<file path="src/rtl/cpu54_pkg.sv">
// cpu54_pkg
//   Shared encodings for the CPU_54 decode path: MIPS opcode/function
//   field values, the rs/rt selectors used by COP0 and REGIMM, the
//   one-hot bit index of every supported instruction, and the
//   occupancy states of the decode-stage skid buffer.
package cpu54_pkg;

  localparam int NUM_INSTR_DEF = 54;
  localparam int ID_W          = 6;

  typedef logic [ID_W-1:0] id_t;

  // Buffer occupancy: M alone, or M plus the skid entry S.
  typedef enum logic [1:0] {
    BUF_EMPTY = 2'd0,
    BUF_ONE   = 2'd1,
    BUF_TWO   = 2'd2
  } buf_state_e;

  // Primary opcodes (instr[31:26])
  localparam logic [5:0] OP_RTYPE = 6'b000000, OP_REGIMM = 6'b000001, OP_J     = 6'b000010;
  localparam logic [5:0] OP_JAL   = 6'b000011, OP_BEQ    = 6'b000100, OP_BNE   = 6'b000101;
  localparam logic [5:0] OP_ADDI  = 6'b001000, OP_ADDIU  = 6'b001001, OP_SLTI  = 6'b001010;
  localparam logic [5:0] OP_SLTIU = 6'b001011, OP_ANDI   = 6'b001100, OP_ORI   = 6'b001101;
  localparam logic [5:0] OP_XORI  = 6'b001110, OP_LUI    = 6'b001111, OP_COP0  = 6'b010000;
  localparam logic [5:0] OP_SPEC2 = 6'b011100, OP_LB     = 6'b100000, OP_LH    = 6'b100001;
  localparam logic [5:0] OP_LW    = 6'b100011, OP_LBU    = 6'b100100, OP_LHU   = 6'b100101;
  localparam logic [5:0] OP_SB    = 6'b101000, OP_SH     = 6'b101001, OP_SW    = 6'b101011;

  // Function codes (instr[5:0]) for OP_RTYPE, plus ERET (COP0) and CLZ (SPECIAL2)
  localparam logic [5:0] FUNC_SLL   = 6'b000000, FUNC_SRL   = 6'b000010, FUNC_SRA   = 6'b000011;
  localparam logic [5:0] FUNC_SLLV  = 6'b000100, FUNC_SRLV  = 6'b000110, FUNC_SRAV  = 6'b000111;
  localparam logic [5:0] FUNC_JR    = 6'b001000, FUNC_JALR  = 6'b001001, FUNC_SYSCALL = 6'b001100;
  localparam logic [5:0] FUNC_BREAK = 6'b001101, FUNC_MFHI  = 6'b010000, FUNC_MTHI  = 6'b010001;
  localparam logic [5:0] FUNC_MFLO  = 6'b010010, FUNC_MTLO  = 6'b010011, FUNC_MULT  = 6'b011000;
  localparam logic [5:0] FUNC_MULTU = 6'b011001, FUNC_DIV   = 6'b011010, FUNC_DIVU  = 6'b011011;
  localparam logic [5:0] FUNC_ADD   = 6'b100000, FUNC_ADDU  = 6'b100001, FUNC_SUB   = 6'b100010;
  localparam logic [5:0] FUNC_SUBU  = 6'b100011, FUNC_AND   = 6'b100100, FUNC_OR    = 6'b100101;
  localparam logic [5:0] FUNC_XOR   = 6'b100110, FUNC_NOR   = 6'b100111, FUNC_SLT   = 6'b101010;
  localparam logic [5:0] FUNC_SLTU  = 6'b101011, FUNC_TEQ   = 6'b110100;
  localparam logic [5:0] FUNC_ERET  = 6'b011000, FUNC_CLZ   = 6'b100000;

  // rs selectors under COP0, rt selector under REGIMM
  localparam logic [4:0] RS_MF = 5'b00000, RS_MT = 5'b00100, RS_CO = 5'b10000;
  localparam logic [4:0] RT_BGEZ = 5'b00001;

  // One-hot bit positions
  localparam id_t ID_ADD  = 6'd0,  ID_ADDU  = 6'd1,  ID_SUB   = 6'd2,  ID_SUBU    = 6'd3;
  localparam id_t ID_AND  = 6'd4,  ID_OR    = 6'd5,  ID_XOR   = 6'd6,  ID_NOR     = 6'd7;
  localparam id_t ID_SLT  = 6'd8,  ID_SLTU  = 6'd9,  ID_SLL   = 6'd10, ID_SRL     = 6'd11;
  localparam id_t ID_SRA  = 6'd12, ID_SLLV  = 6'd13, ID_SRLV  = 6'd14, ID_SRAV    = 6'd15;
  localparam id_t ID_JR   = 6'd16, ID_JALR  = 6'd17, ID_SYSCALL = 6'd18, ID_BREAK = 6'd19;
  localparam id_t ID_MFHI = 6'd20, ID_MTHI  = 6'd21, ID_MFLO  = 6'd22, ID_MTLO    = 6'd23;
  localparam id_t ID_MULT = 6'd24, ID_MULTU = 6'd25, ID_DIVU  = 6'd26, ID_TEQ     = 6'd27;
  localparam id_t ID_ADDI = 6'd28, ID_ADDIU = 6'd29, ID_ANDI  = 6'd30, ID_ORI     = 6'd31;
  localparam id_t ID_XORI = 6'd32, ID_LUI   = 6'd33, ID_LW    = 6'd34, ID_SW      = 6'd35;
  localparam id_t ID_BEQ  = 6'd36, ID_BNE   = 6'd37, ID_SLTI  = 6'd38, ID_SLTIU   = 6'd39;
  localparam id_t ID_J    = 6'd40, ID_JAL   = 6'd41, ID_LB    = 6'd42, ID_LBU     = 6'd43;
  localparam id_t ID_LH   = 6'd44, ID_LHU   = 6'd45, ID_SB    = 6'd46, ID_SH      = 6'd47;
  localparam id_t ID_BGEZ = 6'd48, ID_CLZ   = 6'd49, ID_MFC0  = 6'd50, ID_MTC0    = 6'd51;
  localparam id_t ID_ERET = 6'd52, ID_DIV   = 6'd53;

endpackage

</file>
<file path="src/rtl/instr_decode_comb.sv">
// instr_decode_comb
//   Pure combinational MIPS decoder: one 32-bit word in, one-hot code out.
//   Unknown or reserved encodings give an all-zero code with illegal=1,
//   so exactly one of {code bits, illegal} is ever set.
// Ports
//   instr    in   32         instruction word
//   code     out  NUM_INSTR  one-hot decode (bit positions from cpu54_pkg ID_*)
//   illegal  out  1          encoding not recognised
module instr_decode_comb
  import cpu54_pkg::*;
#(
  parameter int NUM_INSTR = NUM_INSTR_DEF
) (
  input  logic [31:0]          instr,
  output logic [NUM_INSTR-1:0] code,
  output logic                 illegal
);

  logic [5:0] op;
  logic [5:0] func;
  logic [4:0] rs;
  logic [4:0] rt;
  logic       hit;
  id_t        idx;
  logic       unused_fields;

  assign op   = instr[31:26];
  assign rs   = instr[25:21];
  assign rt   = instr[20:16];
  assign func = instr[5:0];

  // rd/shamt/immediate bits never influence which instruction this is
  assign unused_fields = ^instr[15:6];

  always_comb begin
    hit = 1'b1;
    idx = ID_ADD;
    case (op)
      OP_RTYPE: begin
        case (func)
          FUNC_ADD:   idx = ID_ADD;    FUNC_ADDU:  idx = ID_ADDU;
          FUNC_SUB:   idx = ID_SUB;    FUNC_SUBU:  idx = ID_SUBU;
          FUNC_AND:   idx = ID_AND;    FUNC_OR:    idx = ID_OR;
          FUNC_XOR:   idx = ID_XOR;    FUNC_NOR:   idx = ID_NOR;
          FUNC_SLT:   idx = ID_SLT;    FUNC_SLTU:  idx = ID_SLTU;
          FUNC_SLL:   idx = ID_SLL;    FUNC_SRL:   idx = ID_SRL;
          FUNC_SRA:   idx = ID_SRA;    FUNC_SLLV:  idx = ID_SLLV;
          FUNC_SRLV:  idx = ID_SRLV;   FUNC_SRAV:  idx = ID_SRAV;
          FUNC_JR:    idx = ID_JR;     FUNC_JALR:  idx = ID_JALR;
          FUNC_SYSCALL: idx = ID_SYSCALL;
          FUNC_BREAK: idx = ID_BREAK;  FUNC_MFHI:  idx = ID_MFHI;
          FUNC_MTHI:  idx = ID_MTHI;   FUNC_MFLO:  idx = ID_MFLO;
          FUNC_MTLO:  idx = ID_MTLO;   FUNC_MULT:  idx = ID_MULT;
          FUNC_MULTU: idx = ID_MULTU;  FUNC_DIV:   idx = ID_DIV;
          FUNC_DIVU:  idx = ID_DIVU;   FUNC_TEQ:   idx = ID_TEQ;
          default:    hit = 1'b0;
        endcase
      end
      // REGIMM only supports BGEZ; other rt values are reserved here
      OP_REGIMM: if (rt == RT_BGEZ) idx = ID_BGEZ; else hit = 1'b0;
      OP_SPEC2:  if (func == FUNC_CLZ) idx = ID_CLZ; else hit = 1'b0;
      // COP0 is split by rs; ERET additionally needs its function code
      OP_COP0: begin
        if (rs == RS_MF)                             idx = ID_MFC0;
        else if (rs == RS_MT)                        idx = ID_MTC0;
        else if (rs == RS_CO && func == FUNC_ERET)   idx = ID_ERET;
        else                                         hit = 1'b0;
      end
      OP_J:     idx = ID_J;      OP_JAL:   idx = ID_JAL;
      OP_BEQ:   idx = ID_BEQ;    OP_BNE:   idx = ID_BNE;
      OP_ADDI:  idx = ID_ADDI;   OP_ADDIU: idx = ID_ADDIU;
      OP_SLTI:  idx = ID_SLTI;   OP_SLTIU: idx = ID_SLTIU;
      OP_ANDI:  idx = ID_ANDI;   OP_ORI:   idx = ID_ORI;
      OP_XORI:  idx = ID_XORI;   OP_LUI:   idx = ID_LUI;
      OP_LB:    idx = ID_LB;     OP_LH:    idx = ID_LH;
      OP_LW:    idx = ID_LW;     OP_LBU:   idx = ID_LBU;
      OP_LHU:   idx = ID_LHU;    OP_SB:    idx = ID_SB;
      OP_SH:    idx = ID_SH;     OP_SW:    idx = ID_SW;
      default:  hit = 1'b0;
    endcase

    code = '0;
    if (hit) code[idx] = 1'b1;
    illegal = !hit;
  end

endmodule

</file>
<file path="src/rtl/instr_decode_stage.sv">
// instr_decode_stage
//   Registered, valid/ready decode stage between fetch and control.
//   Each accepted word is decoded and captured together with its PC into
//   a 2-entry skid buffer (main register M drives the outputs, S catches
//   the one extra word that can arrive while the consumer stalls).
//   Also counts accepted illegal encodings in a saturating counter.
// Ports
//   clk, rst_n             clock, asynchronous active-low reset
//   flush                  drop every buffered entry at the next edge
//   in_valid/in_ready      fetch handshake; in_instr, in_pc carried with it
//   out_valid/out_ready    consumer handshake
//   out_code, out_illegal  one-hot decode / illegal flag of the head entry
//   out_instr, out_pc      raw word and PC of the head entry
//   illegal_cnt            accepted illegal entries, saturating
module instr_decode_stage
  import cpu54_pkg::*;
#(
  parameter int INSTR_W   = 32,  // MIPS field slicing assumes 32
  parameter int NUM_INSTR = NUM_INSTR_DEF,
  parameter int PC_W      = 32,
  parameter int CNT_W     = 16
) (
  input  logic                 clk,
  input  logic                 rst_n,
  input  logic                 flush,
  input  logic                 in_valid,
  output logic                 in_ready,
  input  logic [INSTR_W-1:0]   in_instr,
  input  logic [PC_W-1:0]      in_pc,
  output logic                 out_valid,
  input  logic                 out_ready,
  output logic [NUM_INSTR-1:0] out_code,
  output logic                 out_illegal,
  output logic [INSTR_W-1:0]   out_instr,
  output logic [PC_W-1:0]      out_pc,
  output logic [CNT_W-1:0]     illegal_cnt
);

  buf_state_e             state_q, state_d;
  logic [NUM_INSTR-1:0]   m_code_q, m_code_d, s_code_q, s_code_d;
  logic                   m_ill_q, m_ill_d, s_ill_q, s_ill_d;
  logic [INSTR_W-1:0]     m_instr_q, m_instr_d, s_instr_q, s_instr_d;
  logic [PC_W-1:0]        m_pc_q, m_pc_d, s_pc_q, s_pc_d;
  logic [CNT_W-1:0]       cnt_q, cnt_d;

  logic [NUM_INSTR-1:0]   dec_code;
  logic                   dec_illegal;
  logic                   accept, drain;
  logic                   load_m_new, load_m_from_s, load_s;

  instr_decode_comb #(.NUM_INSTR(NUM_INSTR)) u_decode (
    .instr   (in_instr),
    .code    (dec_code),
    .illegal (dec_illegal)
  );

  // in_ready comes straight from the occupancy flop, so it never sees out_ready
  assign in_ready  = (state_q != BUF_TWO);
  assign out_valid = (state_q != BUF_EMPTY);

  // A word arriving together with flush is discarded and not counted
  assign accept = in_valid && in_ready && !flush;
  assign drain  = out_valid && out_ready;

  always_comb begin
    state_d        = state_q;
    load_m_new     = 1'b0;
    load_m_from_s  = 1'b0;
    load_s         = 1'b0;
    if (flush) begin
      state_d = BUF_EMPTY;
    end else begin
      case (state_q)
        BUF_EMPTY: if (accept) begin
          state_d    = BUF_ONE;
          load_m_new = 1'b1;
        end
        BUF_ONE: begin
          if (accept && drain) begin
            load_m_new = 1'b1;
          end else if (accept) begin
            state_d = BUF_TWO;
            load_s  = 1'b1;
          end else if (drain) begin
            state_d = BUF_EMPTY;
          end
        end
        BUF_TWO: if (drain) begin
          state_d       = BUF_ONE;
          load_m_from_s = 1'b1;
        end
        default: state_d = BUF_EMPTY;
      endcase
    end
  end

  // Datapath moves selected by the occupancy logic above
  always_comb begin
    m_code_d  = m_code_q;  m_ill_d = m_ill_q;  m_instr_d = m_instr_q;  m_pc_d = m_pc_q;
    s_code_d  = s_code_q;  s_ill_d = s_ill_q;  s_instr_d = s_instr_q;  s_pc_d = s_pc_q;
    if (load_m_new) begin
      m_code_d = dec_code;  m_ill_d = dec_illegal;  m_instr_d = in_instr;  m_pc_d = in_pc;
    end else if (load_m_from_s) begin
      m_code_d = s_code_q;  m_ill_d = s_ill_q;      m_instr_d = s_instr_q; m_pc_d = s_pc_q;
    end
    if (load_s) begin
      s_code_d = dec_code;  s_ill_d = dec_illegal;  s_instr_d = in_instr;  s_pc_d = in_pc;
    end
  end

  // Counts at acceptance, so entries flushed later are still included
  always_comb begin
    cnt_d = cnt_q;
    if (accept && dec_illegal && (cnt_q != '1)) cnt_d = cnt_q + CNT_W'(1);
  end

  always_ff @(posedge clk or negedge rst_n) begin
    if (!rst_n) begin
      state_q   <= BUF_EMPTY;
      m_code_q  <= '0;  m_ill_q <= 1'b0;  m_instr_q <= '0;  m_pc_q <= '0;
      s_code_q  <= '0;  s_ill_q <= 1'b0;  s_instr_q <= '0;  s_pc_q <= '0;
      cnt_q     <= '0;
    end else begin
      state_q   <= state_d;
      m_code_q  <= m_code_d;  m_ill_q <= m_ill_d;  m_instr_q <= m_instr_d;  m_pc_q <= m_pc_d;
      s_code_q  <= s_code_d;  s_ill_q <= s_ill_d;  s_instr_q <= s_instr_d;  s_pc_q <= s_pc_d;
      cnt_q     <= cnt_d;
    end
  end

  assign out_code    = m_code_q;
  assign out_illegal = m_ill_q;
  assign out_instr   = m_instr_q;
  assign out_pc      = m_pc_q;
  assign illegal_cnt = cnt_q;

endmodule

</file>
<file path="config.mk">
export PLATFORM = sky130hd
export DESIGN_NAME = instr_decode_stage
export DESIGN_NICKNAME = d
export VERILOG_FILES = /design/src/rtl/cpu54_pkg.sv /design/src/rtl/instr_decode_comb.sv /design/src/rtl/instr_decode_stage.sv
export SDC_FILE = /design/constraint.sdc
export NUM_CORES = 1
export LEC_CHECK = 0
export CAP_MARGIN = 30
export CORE_MARGIN = 3
export CORE_UTILIZATION = 50
export CTS_CLUSTER_DIAMETER = 150
export DETAILED_ROUTE_END_ITERATION = 10
export PLACE_DENSITY = 0.76
export SYNTH_ARGS = -nofsm -noshare
export SYNTH_HDL_FRONTEND = slang
export SYNTH_SLANG_ARGS = --single-unit
</file>
<file path="constraint.sdc">
create_clock -name clk -period 4.51 [get_ports clk]
set_clock_uncertainty 0.1 [all_clocks]
set_input_delay 0.451 -clock clk [delete_from_list [all_inputs] [get_ports clk]]
set_output_delay 0.451 -clock clk [all_outputs]
set_load 0.01 [all_outputs]
</file>
Word level (Yosys, flattened, before mapping)
Cells that the tools add are included.
{ "totals": {"register_bits": 256, "latchBits": 0, "ramBits": 0, "romBits": 0, "in_bits": 69, "out_inout_bits": 137, "n_memories": 0} }
{ "classes": {"add_sub_neg": 1, "n_mul": 0, "div_mod_pow": 0, "magnitude_cmp": 2, "eq_ne": 62, "shift": 0, "n_mux": 42, "n_bitwise": 0, "n_reduce_logical": 19} }
{ "op_table": {"columns": ["operator", "n"], "rows": [
  ["6-bit case mux with 28 select lines", 1],
  ["54-bit 2-to-1 mux", 3],
  ["6-bit case mux with 24 select lines", 1],
  ["32-bit 2-to-1 mux", 4],
  ["6-bit == test, second input constant", 19],
  ["6-bit by 4-bit == test with 1-bit output, second input constant", 12],
  ["6-bit by 5-bit == test with 1-bit output, second input constant", 10],
  ["6-bit by 3-bit == test with 1-bit output, second input constant", 5],
  ["6-bit 2-to-1 mux", 5],
  ["29-bit OR reduction", 1],
  ["6-bit by 2-bit == test with 1-bit output, second input constant", 4],
  ["20-bit OR reduction", 1],
  ["1-bit 2-to-1 mux", 18],
  ["16-bit by 1-bit adder with 16-bit output, second input constant", 1],
  ["16-bit != test, second input constant", 1],
  ["6-bit zero test", 2],
  ["2-bit 2-to-1 mux", 6],
  ["3-bit != test, second input constant", 3],
  ["1-bit logical AND", 8],
  ["6-bit by 7-bit < comparator with 1-bit output, second input constant", 1],
  ["1-bit demux with 6-bit select", 1],
  ["6-bit by 1-bit == test with 1-bit output, second input constant", 1],
  ["6-bit by 1-bit >= comparator with 1-bit output, second input constant", 1],
  ["2-bit case mux with 3 select lines", 1],
  ["other kinds (14)", 16]
]} }

Depth between registers and ports, before layout
Gate-level depths: netlist of run 1.
{ "logic_depth": {"ltp_word": 12, "mapped_depth": 11, "mapped_depth_nobuf": 7} }

Modules after synthesis
A second synthesis of run 1 with hierarchy kept.
{ "unflattened": {"hier_cells": 1092, "area_unflattened_um2": 12146.6} }
{ "modules_own_cells": {"columns": ["mod", "instances", "cells_per_inst", "area_each_um2", "seq_area_each_um2"], "rows": [
  ["instr_decode_stage", 1, 854, 10706.5, 6406.1],
  ["instr_decode_comb", 1, 238, 1440.1, 0.0]
]} }

Worst setup path after synthesis of run 1
No wires, ideal clock.
{ "synth_path": {"kind": "input -> register", "startpoint": "input port in_instr[17]", "endpoint": "register s_code_q[10]", "setup_ns": 0.093, "arrival_ns": 2.640, "t_required_ns": 4.317, "path_slack_ns": 1.677, "stages": 9, "n_path_buf": 2, "path_cell_list": "or4b_2 -> or4_4 -> o211a_2 -> o31ai_2 -> nor2_2 -> buf_6 -> or3_1 -> buf_2 -> o31ai_2"} }
{ "synth_between": {"elab_chain_cells": 8} }
{ "synth_rtl": {"columns": ["element", "line", "text"], "rows": [
  ["from (decl)", "instr_decode_stage.sv:28", "input logic [INSTR_W-1:0] in_instr,"],
  ["5-bit by 1-bit == test with 1-bit output *", "instr_decode_comb.sv:60", "OP_REGIMM: if (rt == RT_BGEZ) idx = ID_BGEZ; else hit = 1'b0;"],
  ["6-bit 2-to-1 mux", "instr_decode_comb.sv:60", null],
  ["6-bit case mux with 24 select lines", "instr_decode_comb.sv:38", "case (op)"],
  ["6-bit by 7-bit < comparator with 1-bit output (not written as such) / 6-bit by 1-bit >= comparator with 1-bit output (equally long branches)", "instr_decode_comb.sv:83", "if (hit) code[idx] = 1'b1;"],
  ["1-bit logical AND (not written as such)", "instr_decode_comb.sv:83", null],
  ["1-bit 2-to-1 mux (not written as such)", "instr_decode_comb.sv:83", null],
  ["1-bit demux with 6-bit select", null, null],
  ["54-bit 2-to-1 mux *", "instr_decode_comb.sv:83", null],
  ["to (signal assigned)", "instr_decode_stage.sv:126", "s_code_q <= s_code_d; s_ill_q <= s_ill_d; s_instr_q <= s_instr_d; s_pc_q <= s_pc_d;"],
  ["to (decl)", "instr_decode_stage.sv:40", "logic [NUM_INSTR-1:0] m_code_q, m_code_d, s_code_q, s_code_d;"]
]} }
Every way passes the cells marked *; elsewhere a longest branch is shown, timed or not.
A chain may end at the register's enable or synchronous reset.

Worst setup path in the final report of run 1
{ "layout_path": {"startpoint": "input port in_instr[29]", "endpoint": "register s_code_q[10]"} }
{ "layout_between": {"elab_chain_cells": 7} }
{ "layout_rtl": {"columns": ["element", "line"], "rows": [
  ["6-bit == test (tied with other cells)", "instr_decode_comb.sv:38"],
  ["6-bit case mux with 24 select lines", "instr_decode_comb.sv:38"],
  ["6-bit by 7-bit < comparator with 1-bit output (not written as such) / 6-bit by 1-bit >= comparator with 1-bit output (equally long branches)", "instr_decode_comb.sv:83"],
  ["1-bit logical AND (not written as such)", "instr_decode_comb.sv:83"],
  ["1-bit 2-to-1 mux (not written as such)", "instr_decode_comb.sv:83"],
  ["1-bit demux with 6-bit select", null],
  ["54-bit 2-to-1 mux *", "instr_decode_comb.sv:83"]
]} }
Marked as above.

==> impl_metrics.json, run 1 <==
{
  "place_hpwl_mm": 19.4,
  "ys_types": 67,
  "fin_nets": 1341,
  "cts.clk_slew.worst_paths_ns": 0.06,
  "cts_buffer_depth": 3,
  "leakagePower_uw": 0.00644,
  "tightest_slew_ns": 0.911,
  "pre_cts_ws_ns": 0.504,
  "post-route-period-util_pct": 77.1,
  "initialDrtViolationCount": 676,
  "critical_path_class": "primary input to flop",
  "first_pass_iters": 5,
  "ys_warn_count": 0,
  "crit_required_ns": 4.84,
  "netlist_area_mm2": 0.0117,
  "die_w_um": 159,
  "status": "complete, no violations",
  "clock-sinks": 256,
  "post_cts_buffers": 0,
  "min_period_ns": 3.48,
  "htree_levels": 1,
  "die_y_um": 159,
  "hold_path_class": "flop to flop",
  "maxSlewViolCount": 0,
  "insertion_delay_ns": 0.52,
  "synth_ff_type": "dfrtp_1",
  "core_area_mm2": 0.0228,
  "grt_start_max_net_pins": 122,
  "fp-row-count": 55,
  "finalHoldViolCount": 0,
  "finalSetupViolCount": 0,
  "maxSlewHeadroom_pct": 39.3,
  "synth_edf_count": 0,
  "total_power_uw": 6190,
  "vias": 9097,
  "fmax_ghz": 0.288,
  "wl_per_cell_um": 18.4,
  "worstSetupEndpointType": "flop",
  "grt_usage_pct": 22.7,
  "antenna_found_initial": 0,
  "timing.final.ws_setup_ns": 1.03,
  "drt-total-wl_mm": 29.4,
  "grt_pass1_wl_mm": 48.3,
  "start_util_pct": 51.3,
  "avgSynthCellArea_um2": 10.6,
  "syn_to_final_growth_pct": 27.8,
  "setup_tns_ns": 0,
  "vias_per_cell": 5.67,
  "grt_pass1_vias": 9074,
  "diodes": 0,
  "synth_nets": 1175,
  "async_flop_share_pct": 100,
  "path_max_fanout": 15,
  "ant_nets": 0,
  "boundaryPins": 206,
  "cts_made_buffers": 27,
  "cp_data_arrival_time_ns": 3.81,
  "cp-start-kind": "primary input",
  "p_per_area_mw_per_mm2": 413,
  "maxCapViolCount": 0,
  "ctsResizeCount": 0,
  "yosys_register_bits": 256,
  "die_area_mm2": 0.0253,
  "grt_overflow": 0,
  "final_cell_mix": "dfrtp_1, nand2_1, clkdlybuf4s50_1",
  "peakVddDrop_uv": 361,
  "gp_congestion": 0.867,
  "cts_tree": "built",
  "synth_seq_area_share_pct": 54.7,
  "portBuffers": 205,
  "drc": 0,
  "final_common_cell": "dfrtp_1",
  "rsz0062_at_grt": "no",
  "final_layout_size_suffix_gt1_share_pct": 14.1,
  "root_buffer": "clkbuf_16",
  "netlist_instances": 1105
}
-- layer usage --
metal,share of wire (%),vias to the layer above,global-route usage [%],wire [um]
li1,-,4284,-,-
met1,44,4476,31.7,12900
met2,47,299,35.8,13700
met3,7.7,38,5.93,2270
met4,1.8,0,5.33,520
met5,0,-,0,0
-- critical path: stages --
cell	delay, ns
clkdlybuf4s50_1	0.68
nor4_1	0.45
nand2_1	0.18
nand4b_2	0.39
o32ai_2	0.44
nand3b_1	0.36
or3_1	0.60
o31ai_2	0.24
-- what timing repair did --
action                                 CTS  global route
hold buffers                             1             0
endpoints found under the hold margin  118             0
setup endpoints to repair                0             0
-- cell type report --
cell class	instances	area (um^2)
Timing Repair Buffer	229	2300
Tap cell	313	392
Inverter	4	15.0
Fill cell	1817	7880
Clock buffer	33	738
Sequential cell	256	6410
Clock inverter	15	179
Multi-Input combinational cell	753	4940
-- state kept, by name, summed over array words and instances (netlist names) --
| name | flops |
|---|---|
| out_code | 54 |
| s_code_q | 54 |
| out_instr | 32 |
| out_pc | 32 |
| s_instr_q | 32 |
| s_pc_q | 32 |
| illegal_cnt | 16 |
| state_q | 2 |
| out_illegal | 1 |
| s_ill_q | 1 |
-- synthesized netlist by cell type (all sizes together), types with 19 or more instances --
library cell	instances	area [um^2]
dfrtp	256	6410
nand3	22	110
a22oi	64	480
mux2i	35	350
a21oi	24	120
nand2	212	796
a211oi	19	143
nor2	26	100
nor2b	28	175
o21ai	42	210
clkbuf	69	259
o31ai	37	343
mux2	70	788
buf	23	111
-- path summary, 6_finish.rpt --
| kind | from | endpoint | slack (ns) | cells past startpoint |
|---|---|---|---|---|
| setup / recovery | in_instr[29] | s_code_q[10]$_DFFE_PN0P_ | 1.03 | 8 |
| hold / removal | out_pc[17]$_DFFE_PN0P_ | out_pc[17]$_DFFE_PN0P_ | 0.37 | 2 |
| setup reg to reg | state_q[1]$_DFFE_PN0P_ | s_code_q[20]$_DFFE_PN0P_ | 2.10 | 5 |
| hold reg to reg | out_pc[17]$_DFFE_PN0P_ | out_pc[17]$_DFFE_PN0P_ | 0.37 | 2 |
| max in group asynchronous | rst_n | s_pc_q[15]$_DFFE_PN0P_ | 2.74 | 3 |
| min in group asynchronous | rst_n | out_code[15]$_DFFE_PN0P_ | 0.51 | 2 |
-- report_power, final --
| part | switching, uW | internal, uW |
|---|---|---|
| Clock | 898 | 1390 |
| Combinational | 506 | 584 |
| Sequential | 186 | 2630 |
| Total | 1590 | 4600 |
-- metrics by stage --
stage	std cells	instance area, um^2	hold WS [ns]	utilization (%)
floorplan	1105	11700	0.0554	-
global placement	1554	14000	0.354	61.5
detailed placement	1554	14000	0.360	61.5
CTS	1603	15000	0.375	65.5
global route	1603	15000	0.394	65.5
finish	1603	15000	0.370	65.5
-- cells by family after synthesis --
| logic type | Yosys count | synth area share, % |
|---|---|---|
| xor gates and xnor gates | 16 | 1.20 |
| muxes | 105 | 9.72 |
| and+or+nand+nor | 380 | 15.5 |
| DFF | 256 | 54.7 |
| AOI/OAI and AO/OA | 251 | 15.5 |
| adders and majority gates | 1 | 0.107 |
| buffers and inverters | 96 | 3.29 |
Power figures use the tool's default switching activity.
==> inputs of run 2 (changes only) <==
==> constraint.sdc (replaced) <==
create_clock -name clk -period 3.25 [get_ports clk]
set_clock_uncertainty 0.1 [all_clocks]
set_input_delay 0.325 -clock clk [delete_from_list [all_inputs] [get_ports clk]]
set_output_delay 0.325 -clock clk [all_outputs]
set_load 0.01 [all_outputs]
==> impl_metrics.json, run 2 (synthesis gave the netlist of run 1 again) <==
{
  "status": "complete, no violations",
  "cts.clk_slew.worst_paths_ns": 0.06,
  "share_comb_of_total_power_pct": 18.7,
  "grt_start_max_net_pins": 107,
  "clock_power_share_pct": 34.7,
  "portBuffers": 205,
  "cts_buffer_depth": 3,
  "fin_nets": 1383,
  "finalSetupViolCount": 0,
  "holdWs_ns": 0.342,
  "rsz0062_at_grt": "no",
  "antenna_found_initial": 0,
  "power.internal_uw": 6190,
  "min_period_ns": 2.81,
  "place_hpwl_mm": 19.6,
  "maxSlewViolCount": 0,
  "maxCapViolCount": 0,
  "switching_share_pct": 26.2,
  "grt_usage_pct": 23.2,
  "tightest_slew_ns": 0.810,
  "syn_to_final_growth_pct": 30.5,
  "wl_per_cell_um": 18.2,
  "seqPwrFrac_pct": 46.6,
  "maxSlewHeadroom_pct": 46.0,
  "crit_required_ns": 3.58,
  "start_util_pct": 51.3,
  "vias": 9300,
  "n_fill_cell": 1811,
  "die_w_um": 159,
  "cts_hold_buf": 1,
  "ant_nets": 0,
  "cts_made_buffers": 27,
  "cp-start-kind": "primary input",
  "fp-row-count": 55,
  "die_area_mm2": 0.0253,
  "diodes": 0,
  "final_cells": 1645,
  "peakVddDrop_uv": 544,
  "cts_tree": "built",
  "met3_usage_pct": 5.36,
  "htree_levels": 1,
  "initialDrtViolationCount": 660,
  "grt_overflow": 0,
  "ctsResizeCount": 0,
  "grt_pass1_vias": 9380,
  "final_common_cell": "dfrtp_1",
  "hold_path_class": "primary input to flop",
  "clock-sinks": 256,
  "drt-total-wl_mm": 29.9,
  "post-route-period-util_pct": 86.4,
  "cp_data_arrival_time_ns": 3.14,
  "p_per_area_mw_per_mm2": 549,
  "post-route-util_pct": 66.9,
  "final_layout_size_suffix_gt1_share_pct": 16.4,
  "leakagePower_uw": 0.00662,
  "first_pass_iters": 5,
  "finalHoldViolCount": 0,
  "met1_usage_pct": 32.1,
  "worstSetupEndpointType": "flop",
  "root_buffer": "clkbuf_16",
  "insertion_delay_ns": 0.53,
  "place_inst": 1596,
  "grt.busiest_layer": "met2",
  "power.switching_uw": 2200,
  "final_cell_mix": "dfrtp_1, nand2_1, clkdlybuf4s50_1",
  "post_cts_buffers": 0,
  "critical_path_class": "primary input to flop",
  "grt_pass1_wl_mm": 49.4,
  "gp_congestion": 0.875,
  "die_y_um": 159,
  "fmax_ghz": 0.356,
  "core_area_mm2": 0.0228,
  "vias_per_cell": 5.65,
  "boundaryPins": 206,
  "use_met2_pct": 37.6,
  "path_max_fanout": 8,
  "total_power_uw": 8390,
  "drc": 0
}
==> run 2: final cells by class <==
| type | instances | area [um^2] | share of cell area [%] |
|---|---|---|---|
| Clock buffer | 39 | 761 | 4.98 |
| Clock inverter | 9 | 70.1 | 0.458 |
| Inverter | 4 | 15.0 | 0.0982 |
| Multi-Input combinational cell | 753 | 4940 | 32.3 |
| Sequential cell | 256 | 6410 | 41.9 |
| Tap cell | 313 | 392 | 2.56 |
| Timing Repair Buffer | 271 | 2710 | 17.7 |
==> run 2: power groups by stage <==
| stage | clock network, uW | logic (uW) | registers [uW] |
|---|---|---|---|
| final | 2910 | 1560 | 3910 |
| after global routing | 3100 | 1710 | 3960 |
| after CTS | 2970 | 1580 | 3910 |
| after detailed placement | 0 | 1570 | 3960 |
| after global placement | 0 | 1530 | 3930 |
| after floorplan | 0 | 656 | 4000 |
==> run 2: worst paths after layout <==
| check | from | end | slack (ns) | cells after the start |
|---|---|---|---|---|
| max in group asynchronous | rst_n | s_pc_q[2]$_DFFE_PN0P_ | 1.89 | 3 |
| min | in_instr[12] | out_instr[12]$_DFFE_PN0P_ | 0.34 | 3 |
| min reg2reg | out_pc[14]$_DFFE_PN0P_ | out_pc[14]$_DFFE_PN0P_ | 0.37 | 2 |
| max | in_instr[17] | s_code_q[20]$_DFFE_PN0P_ | 0.44 | 8 |
| min in group asynchronous | rst_n | out_code[41]$_DFFE_PN0P_ | 0.35 | 2 |
| max reg2reg | illegal_cnt[6]$_DFFE_PN0P_ | illegal_cnt[1]$_DFFE_PN0P_ | 1.02 | 8 |
==> run 2: routing by layer <==
metal	up-vias	wire [um]
met3	45	2030
li1	4359	-
met1	4609	12900
met2	287	14300
met4	0	638
met5	-	0
==> run 2: critical path, stage by stage <==
cell and delay [ns]:
clkdlybuf4s50_1 0.46, or4b_2 0.72, or4_4 0.45, o211a_2 0.19, o31ai_2 0.08, nor2_2 0.08, or3_1 0.55, o31ai_2 0.28
==> run 2: stage by stage <==
step,worst slack (ns),setup TNS (ns),cell area [um^2]
after floorplan,0.543,0,11700
after global placement,-0.00544,-0.00544,14400
after detailed placement,-0.0370,-0.0632,14400
after CTS,0.472,0,15300
after global routing,0.349,0,15300
final,0.442,0,15300
